==> config.mk <==
export PLATFORM = sky130hd
export DESIGN_NAME = alu_pipe_flat
export DESIGN_NICKNAME = d
export VERILOG_FILES = /design/src/rtl/alu_if.sv /design/src/rtl/alu_pipe.sv /design/src/flat_wrapper.sv
export SDC_FILE = /design/constraint.sdc
export NUM_CORES = 1
export LEC_CHECK = 0
export CAP_MARGIN = 20
export CORE_UTILIZATION = 35
export CTS_CLUSTER_SIZE = 8
export DETAILED_ROUTE_END_ITERATION = 12
export PLACE_DENSITY_LB_ADDON = 0.1
export RECOVER_POWER = 50
export SYNTH_ARGS = -nofsm -noshare
export SYNTH_HDL_FRONTEND = slang
export SYNTH_SLANG_ARGS = --single-unit
==> constraint.sdc <==
create_clock -name clk -period 4.7 [get_ports clk]
set_input_delay 0.94 -clock clk [delete_from_list [all_inputs] [get_ports clk]]
set_output_delay 0.94 -clock clk [all_outputs]
set_load 0.005 [all_outputs]
==> src/rtl/alu_if.sv <==
// Operand/result handshake bundle for alu_pipe.
// The master side produces operands and consumes results; the slave side is the ALU.
interface alu_if #(
    parameter int WIDTH = 8
);
    logic [WIDTH-1:0] a;
    logic [WIDTH-1:0] b;
    logic [2:0]       opcode;
    logic             in_valid;
    logic             in_ready;
    logic [WIDTH-1:0] x;
    logic [3:0]       flag;
    logic             out_valid;
    logic             out_ready;

    modport master (
        output a, b, opcode, in_valid, out_ready,
        input  in_ready, x, flag, out_valid
    );

    modport slave (
        input  a, b, opcode, in_valid, out_ready,
        output in_ready, x, flag, out_valid
    );
endinterface

==> src/rtl/alu_pipe.sv <==
// Single-stage ALU with valid/ready handshake; opcode 7 runs an iterative
// shift-add multiply that occupies the block for WIDTH cycles.
//
// state | meaning
// IDLE  | no result held, ready for an operation
// BUSY  | multiply iterating, one partial-product bit per cycle
// HOLD  | result presented on x/flag until the consumer takes it
module alu_pipe #(
    parameter int WIDTH = 8
) (
    input  logic  clk,
    input  logic  rst,
    alu_if.slave  bus
);
    localparam int CW = (WIDTH > 1) ? $clog2(WIDTH) : 1;
    localparam int M  = WIDTH - 1;

    typedef enum logic [1:0] {IDLE, BUSY, HOLD} state_t;

    state_t             state, state_nxt;
    logic               in_ready_i;
    logic               out_valid_i;
    logic               accept;
    logic               transfer;
    logic               mul_start;
    logic               alu_load;
    logic               mul_done;

    logic [WIDTH:0]     sum;
    logic [WIDTH:0]     diff;
    logic [WIDTH-1:0]   alu_x;
    logic               alu_c;
    logic               alu_v;

    logic [2*WIDTH-1:0] mcand;
    logic [2*WIDTH-1:0] acc;
    logic [2*WIDTH-1:0] acc_nxt;
    logic [WIDTH-1:0]   mplier;
    logic [CW-1:0]      cnt;

    logic [WIDTH-1:0]   x_q;
    logic [3:0]         flag_q;

    // HOLD can take a new operation in the same cycle its result is consumed
    assign in_ready_i  = (state == IDLE) || ((state == HOLD) && bus.out_ready);
    assign out_valid_i = (state == HOLD);
    assign accept      = bus.in_valid && in_ready_i;
    assign transfer    = out_valid_i && bus.out_ready;
    assign mul_start   = accept && (bus.opcode == 3'd7);
    assign alu_load    = accept && (bus.opcode != 3'd7);
    assign mul_done    = (state == BUSY) && (cnt == '0);

    assign bus.in_ready  = in_ready_i;
    assign bus.out_valid = out_valid_i;
    assign bus.x         = x_q;
    assign bus.flag      = flag_q;

    assign sum     = {1'b0, bus.a} + {1'b0, bus.b};
    assign diff    = {1'b0, bus.a} - {1'b0, bus.b};
    assign acc_nxt = acc + (mplier[0] ? mcand : '0);

    always_comb begin
        alu_x = '0;
        alu_c = 1'b0;
        alu_v = 1'b0;
        case (bus.opcode)
            3'd0: begin
                alu_x = sum[WIDTH-1:0];
                alu_c = sum[WIDTH];
                alu_v = (bus.a[M] == bus.b[M]) && (sum[M] != bus.a[M]);
            end
            3'd1: begin
                alu_x = diff[WIDTH-1:0];
                alu_c = diff[WIDTH];
                alu_v = (bus.a[M] != bus.b[M]) && (diff[M] != bus.a[M]);
            end
            3'd2: alu_x = bus.a & bus.b;
            3'd3: alu_x = bus.a | bus.b;
            3'd4: alu_x = bus.a ^ bus.b;
            3'd5: begin
                alu_x = {bus.a[WIDTH-2:0], 1'b0};
                alu_c = bus.a[M];
            end
            3'd6: begin
                alu_x = {1'b0, bus.a[WIDTH-1:1]};
                alu_c = bus.a[0];
            end
            default: begin
                alu_x = '0;
                alu_c = 1'b0;
            end
        endcase
    end

    always_comb begin
        state_nxt = state;
        case (state)
            IDLE: begin
                if (mul_start)
                    state_nxt = BUSY;
                else if (alu_load)
                    state_nxt = HOLD;
            end
            BUSY: begin
                if (cnt == '0)
                    state_nxt = HOLD;
            end
            HOLD: begin
                if (mul_start)
                    state_nxt = BUSY;
                else if (alu_load)
                    state_nxt = HOLD;
                else if (transfer)
                    state_nxt = IDLE;
            end
            default: state_nxt = IDLE;
        endcase
    end

    always_ff @(posedge clk or posedge rst) begin
        if (rst)
            state <= IDLE;
        else
            state <= state_nxt;
    end

    // Multiplier: cnt counts the remaining iterations down to terminal count 0
    always_ff @(posedge clk or posedge rst) begin
        if (rst) begin
            mcand  <= '0;
            mplier <= '0;
            acc    <= '0;
            cnt    <= '0;
        end else if (mul_start) begin
            mcand  <= {{WIDTH{1'b0}}, bus.a};
            mplier <= bus.b;
            acc    <= '0;
            cnt    <= CW'(WIDTH - 1);
        end else if (state == BUSY) begin
            acc    <= acc_nxt;
            mcand  <= mcand << 1;
            mplier <= mplier >> 1;
            if (cnt != '0)
                cnt <= cnt - CW'(1);
        end
    end

    always_ff @(posedge clk or posedge rst) begin
        if (rst) begin
            x_q    <= '0;
            flag_q <= '0;
        end else if (alu_load) begin
            x_q    <= alu_x;
            flag_q <= {alu_v, alu_c, alu_x[M], (alu_x == '0)};
        end else if (mul_done) begin
            x_q    <= acc_nxt[WIDTH-1:0];
            flag_q <= {1'b0, (acc_nxt[2*WIDTH-1:WIDTH] != '0), acc_nxt[M],
                       (acc_nxt[WIDTH-1:0] == '0)};
        end
    end
endmodule

==> src/flat_wrapper.sv <==
// flat-port wrapper written by rule: the top's interface ports become plain ports
module alu_pipe_flat 
#(
    parameter int WIDTH = 8
)
  (clk, rst, bus_a, bus_b, bus_opcode, bus_in_valid, bus_out_ready, bus_in_ready, bus_x, bus_flag, bus_out_valid);
  alu_if #(.WIDTH(WIDTH)) bus_i ();
  input  logic clk;
  input  logic rst;
  input wire logic [$bits(bus_i.a)-1:0] bus_a;
  input wire logic [$bits(bus_i.b)-1:0] bus_b;
  input wire logic [$bits(bus_i.opcode)-1:0] bus_opcode;
  input wire logic [$bits(bus_i.in_valid)-1:0] bus_in_valid;
  input wire logic [$bits(bus_i.out_ready)-1:0] bus_out_ready;
  output wire logic [$bits(bus_i.in_ready)-1:0] bus_in_ready;
  output wire logic [$bits(bus_i.x)-1:0] bus_x;
  output wire logic [$bits(bus_i.flag)-1:0] bus_flag;
  output wire logic [$bits(bus_i.out_valid)-1:0] bus_out_valid;
  assign bus_i.a = bus_a;
  assign bus_i.b = bus_b;
  assign bus_i.opcode = bus_opcode;
  assign bus_i.in_valid = bus_in_valid;
  assign bus_i.out_ready = bus_out_ready;
  assign bus_in_ready = bus_i.in_ready;
  assign bus_x = bus_i.x;
  assign bus_flag = bus_i.flag;
  assign bus_out_valid = bus_i.out_valid;
  alu_pipe #(.WIDTH(WIDTH)) u_core (.clk(clk), .rst(rst), .bus(bus_i));
endmodule
==> metrics.txt <==
# TYPE chip_impl_metric gauge
chip_impl_metric{name="static-leakage-power",unit="nW"} 2.276
chip_impl_info{name="timing_worst_setup_path_type",value="in -> reg"} 1
chip_impl_metric{name="design.portCount",unit=""} 37
chip_impl_metric{name="hold-worst-slack",unit="ns"} 0.4859
chip_impl_metric{name="maximum_number_of_pins_on_one_net_before_global_route_repair",unit=""} 36
chip_impl_metric{name="highest_clock_rate",unit="MHz"} 285.2
chip_impl_metric{name="die_area",unit="mm2"} 0.01309
chip_impl_metric{name="slew_viol_final",unit=""} 28
chip_impl_info{name="crit-reg2reg-launch",value="u_core.mplier[0]$_DFFE_PP0P_"} 1
chip_impl_metric{name="chip_height",unit="um"} 114.4
chip_impl_metric{name="layout-area-overhead-vs-synth",unit="%"} 14.45
chip_impl_info{name="end_kind",value="flop"} 1
chip_impl_metric{name="detailedRoute.firstIterationViolations",unit=""} 223
chip_impl_metric{name="timing.critical_path.buf_inv",unit=""} 2
chip_impl_info{name="layout.cells.most_common_list",value="nand2_1, dfrtp_1, ha_1, inv_1, a21oi_1"} 1
chip_impl_info{name="cells_taking_the_most_area_after_synthesis",value="dfrtp_1, ha_1, nand2_1, a21oi_1, o21ai_0"} 1
chip_impl_metric{name="path_clk_slew",unit="ns"} 0.07
chip_impl_metric{name="die_x",unit="um"} 114.4
chip_impl_metric{name="grt_pass1_vias",unit=""} 3864
chip_impl_metric{name="vdd.ir_drop.worst",unit="mV"} 0.1557
chip_impl_metric{name="syn_avg_cell_area",unit="um2"} 8.395
chip_impl_info{name="cts_tree",value="yes"} 1
chip_impl_metric{name="grtUsageTotal",unit=""} 0.2032
chip_impl_metric{name="cts_inserted_buffers",unit=""} 5
chip_impl_metric{name="detail_route.first_pass.iterations",unit=""} 5
chip_impl_metric{name="cts.htree.levels",unit=""} 2
chip_impl_info{name="worstSetupStartpointType",value="input pin"} 1
chip_impl_metric{name="final-instance-count-excl-fill",unit=""} 716
chip_impl_info{name="top_signal_layer_used",value="met4"} 1
chip_impl_metric{name="layout-drive-gt1-share",unit=""} 0.06022
chip_impl_metric{name="clock_skew",unit="ns"} 0.01116
chip_impl_metric{name="overflow",unit=""} 0
chip_impl_metric{name="worst_pin_slew",unit="ns"} 1.510
chip_impl_metric{name="cts_buffer_depth",unit=""} 2
chip_impl_metric{name="wl",unit="mm"} 12.51
chip_impl_metric{name="synth-seq-cells",unit=""} 56
chip_impl_info{name="min_from",value="u_core.mplier[4]$_DFFE_PP0P_"} 1
chip_impl_metric{name="synth_async_sr_flop_share",unit=""} 1.000
chip_impl_metric{name="drt-vias-per-instance",unit=""} 5.387
chip_impl_metric{name="worstPathMaxFanout",unit=""} 4
chip_impl_metric{name="dp.cells",unit=""} 708
chip_impl_metric{name="worst_ep_required_time",unit="ns"} 4.92
chip_impl_metric{name="port_buffers",unit=""} 36
chip_impl_metric{name="syn-num-nets",unit=""} 594
chip_impl_metric{name="yosys.cell_types.count",unit=""} 67
chip_impl_metric{name="timing.critical_path.arrival",unit="ns"} 3.72
chip_impl_metric{name="dr_total_vias",unit=""} 3857
chip_impl_info{name="ctsRootBufferMaster",value="clkbuf_16"} 1
chip_impl_info{name="outcome",value="finished, violations left"} 1
chip_impl_info{name="synth_ff_type",value="dfrtp_1"} 1
chip_impl_metric{name="route.layer.met1.wl",unit="mm"} 6.005
chip_impl_metric{name="number_of_synthesized_flops_with_an_enable_pin",unit=""} 0
chip_impl_info{name="worstSetupStartpoint",value="bus_a[0]"} 1
chip_impl_info{name="grt_setup_unrepaired",value="false"} 1
chip_impl_metric{name="cts_resized",unit=""} 0
chip_impl_metric{name="nNetsFinal",unit=""} 614
chip_impl_info{name="critical-path-top-delay-family",value="compound AO/OA/AOI/OAI gates"} 1
chip_impl_metric{name="cts.sinks",unit=""} 56
chip_impl_metric{name="pwr_density_cell",unit="mW/mm2"} 413.2
chip_impl_metric{name="core_area",unit="mm2"} 0.01216
chip_impl_metric{name="yosys_warnings",unit=""} 0
chip_impl_metric{name="floorplan.rows",unit=""} 40
chip_impl_metric{name="fin_crit",unit="ns"} 3.506
chip_impl_metric{name="remaining_drc_errors",unit=""} 0
chip_impl_metric{name="report.final.hold_viol_count",unit=""} 0
chip_impl_info{name="mostFrequentLayoutCell",value="nand2_1"} 1
chip_impl_info{name="critPathSlowestCell",value="clkdlybuf4s50_1"} 1
chip_impl_metric{name="drt-wirelength-per-cell",unit="um"} 17.48
chip_impl_metric{name="antenna_found_initial",unit=""} 0
chip_impl_metric{name="critical-path-max-stage-delay",unit="ns"} 0.55
chip_impl_metric{name="cts-hold-fix-buffers",unit=""} 0
chip_impl_metric{name="grt_first_pass_wirelength",unit="mm"} 20.33
chip_impl_metric{name="netlist_area",unit="mm2"} 0.004424
chip_impl_metric{name="routed-wl-met2",unit="mm"} 5.791
chip_impl_metric{name="max_slew_margin_vs_limit",unit=""} -0.006715
chip_impl_metric{name="synth_sequential_area_ratio",unit=""} 0.3167
chip_impl_metric{name="gp_congestion",unit=""} 0.8732
chip_impl_info{name="synth_area_leader_cell",value="dfrtp_1"} 1
chip_impl_metric{name="tns",unit="ns"} 0
chip_impl_metric{name="met3RoutedLength",unit="um"} 480
chip_impl_info{name="timing.critical_path.cells",value="clkdlybuf4s50_1 -> ha_1 -> inv_1 -> fa_1 -> nor2b_1 -> o21ai_0 -> a21oi_1 -> nor3_1 -> a221oi_1 -> o32ai_1 -> a41oi_1"} 1
chip_impl_metric{name="detailed_place_hpwl",unit="mm"} 9.145
chip_impl_metric{name="finalSetupViolations",unit=""} 0
chip_impl_info{name="failed_checks",value="max-capacitance violations, max-slew violations"} 1
chip_impl_metric{name="netlist_instances",unit=""} 527
chip_impl_metric{name="final.period_utilization",unit=""} 0.7460
chip_impl_metric{name="insertedDiodeCount",unit=""} 0
chip_impl_metric{name="initial_utilization",unit=""} 0.3638
chip_impl_metric{name="yosys.area.top_type_share",unit=""} 0.3167
chip_impl_metric{name="clock_latency",unit="ns"} 0.31
chip_impl_metric{name="maxCapViolCount",unit=""} 1
chip_impl_metric{name="postRouteAntennaNets",unit=""} 0
chip_impl_info{name="tightest_hold_check_type",value="reg -> reg"} 1
chip_impl_metric{name="cts_setup_buffers",unit=""} 0
synth_stat cells (all sizes together) (14+ instances only):
| cell | instances |
|---|---|
| o21ai | 31 |
| and2 | 15 |
| xnor2 | 14 |
| dfrtp | 56 |
| a21oi | 29 |
| clkbuf | 18 |
| ha | 41 |
| a22oi | 14 |
| nand3 | 14 |
| nand2 | 88 |
| inv | 37 |
| nor2 | 29 |
registers in the layout, indices dropped and copies added, names as in the netlist:
register         flops
u_core.acc          16
u_core.mcand        16
u_core.mplier        8
u_core.bus.x         7
u_core.bus.flag      4
u_core.cnt           3
u_core.state         2
stage by stage:
| step | area, um2 | setup slack (ns) | utilization | power, mW |
|---|---|---|---|---|
| 2_1_floorplan | 4424 | 1.726 | - | 1.408 |
| 3_5_place_dp | 4915 | 0.9176 | 0.4041 | 1.696 |
| 4_1_cts | 5067 | 1.213 | 0.4167 | 2.111 |
| 3_3_place_gp | 4915 | 0.8962 | 0.4041 | 1.682 |
| 5_1_grt | 5064 | 0.7366 | 0.4164 | 2.265 |
| 6_report | 5064 | 1.194 | 0.4164 | 2.092 |
worst paths after layout:
check | end | slack (ns) | depth (start not counted)
hold reg to reg | u_core.mplier[4]$_DFFE_PP0P_ | 0.49 | 2
hold / removal | u_core.mplier[4]$_DFFE_PP0P_ | 0.49 | 2
setup reg to reg | u_core.bus.flag[2]$_DFFE_PP0P_ | 1.46 | 10
min in group asynchronous | u_core.mplier[5]$_DFFE_PP0P_ | 1.41 | 2
setup / recovery | u_core.bus.flag[2]$_DFFE_PP0P_ | 1.19 | 11
max in group asynchronous | u_core.mcand[7]$_DFFE_PP0P_ | 1.29 | 3
final cells by class:
class / count / area [um2]
well taps: 168 / 210.2
clock buffers: 5 / 125.1
multi-input cells: 406 / 2766
clock inverters: 3 / 27.53
repair buffers: 41 / 394.1
flip-flops and latches: 56 / 1401
inverters: 37 / 138.9
fillers: 1265 / 7098
routing by layer:
| layer | vias to the layer above | track usage |
|---|---|---|
| met5 | - | 0 |
| met4 | 0 | 0.07013 |
| met3 | 15 | 0.02488 |
| met2 | 94 | 0.3394 |
| met1 | 1837 | 0.2712 |
| li1 | 1911 | - |
worst register-to-register path: cells and delay by family (launching register included):
| kind | cells | cell delay [ns] |
|---|---|---|
| AND/OR/NAND/NOR | 3 | 0.61 |
| flip-flops | 1 | 0.59 |
| adder cells (fa/ha/maj) | 2 | 0.65 |
| AO/OA/AOI/OAI | 5 | 1.26 |
logic make-up (layout without fill, tap and decap cells):
group / Yosys count / after routing / share of synthesized area
xor gates and xnor gates: 21 / 21 / 0.04157
muxes: 8 / 8 / 0.02460
AOI/OAI and AO/OA: 150 / 150 / 0.2373
buffers and inverters: 65 / 86 / 0.05967
DFF: 56 / 56 / 0.3167
and+or+nand+nor: 183 / 183 / 0.1906
adders and majority gates: 44 / 44 / 0.1295
power by group:
part	internal (mW)	switching, mW	total, mW
clock	0.203	0.203	0.407
combinational	0.371	0.491	0.862
sequential	0.668	0.155	0.824
total	1.24	0.850	2.09
(Power assumes the default switching activity.)
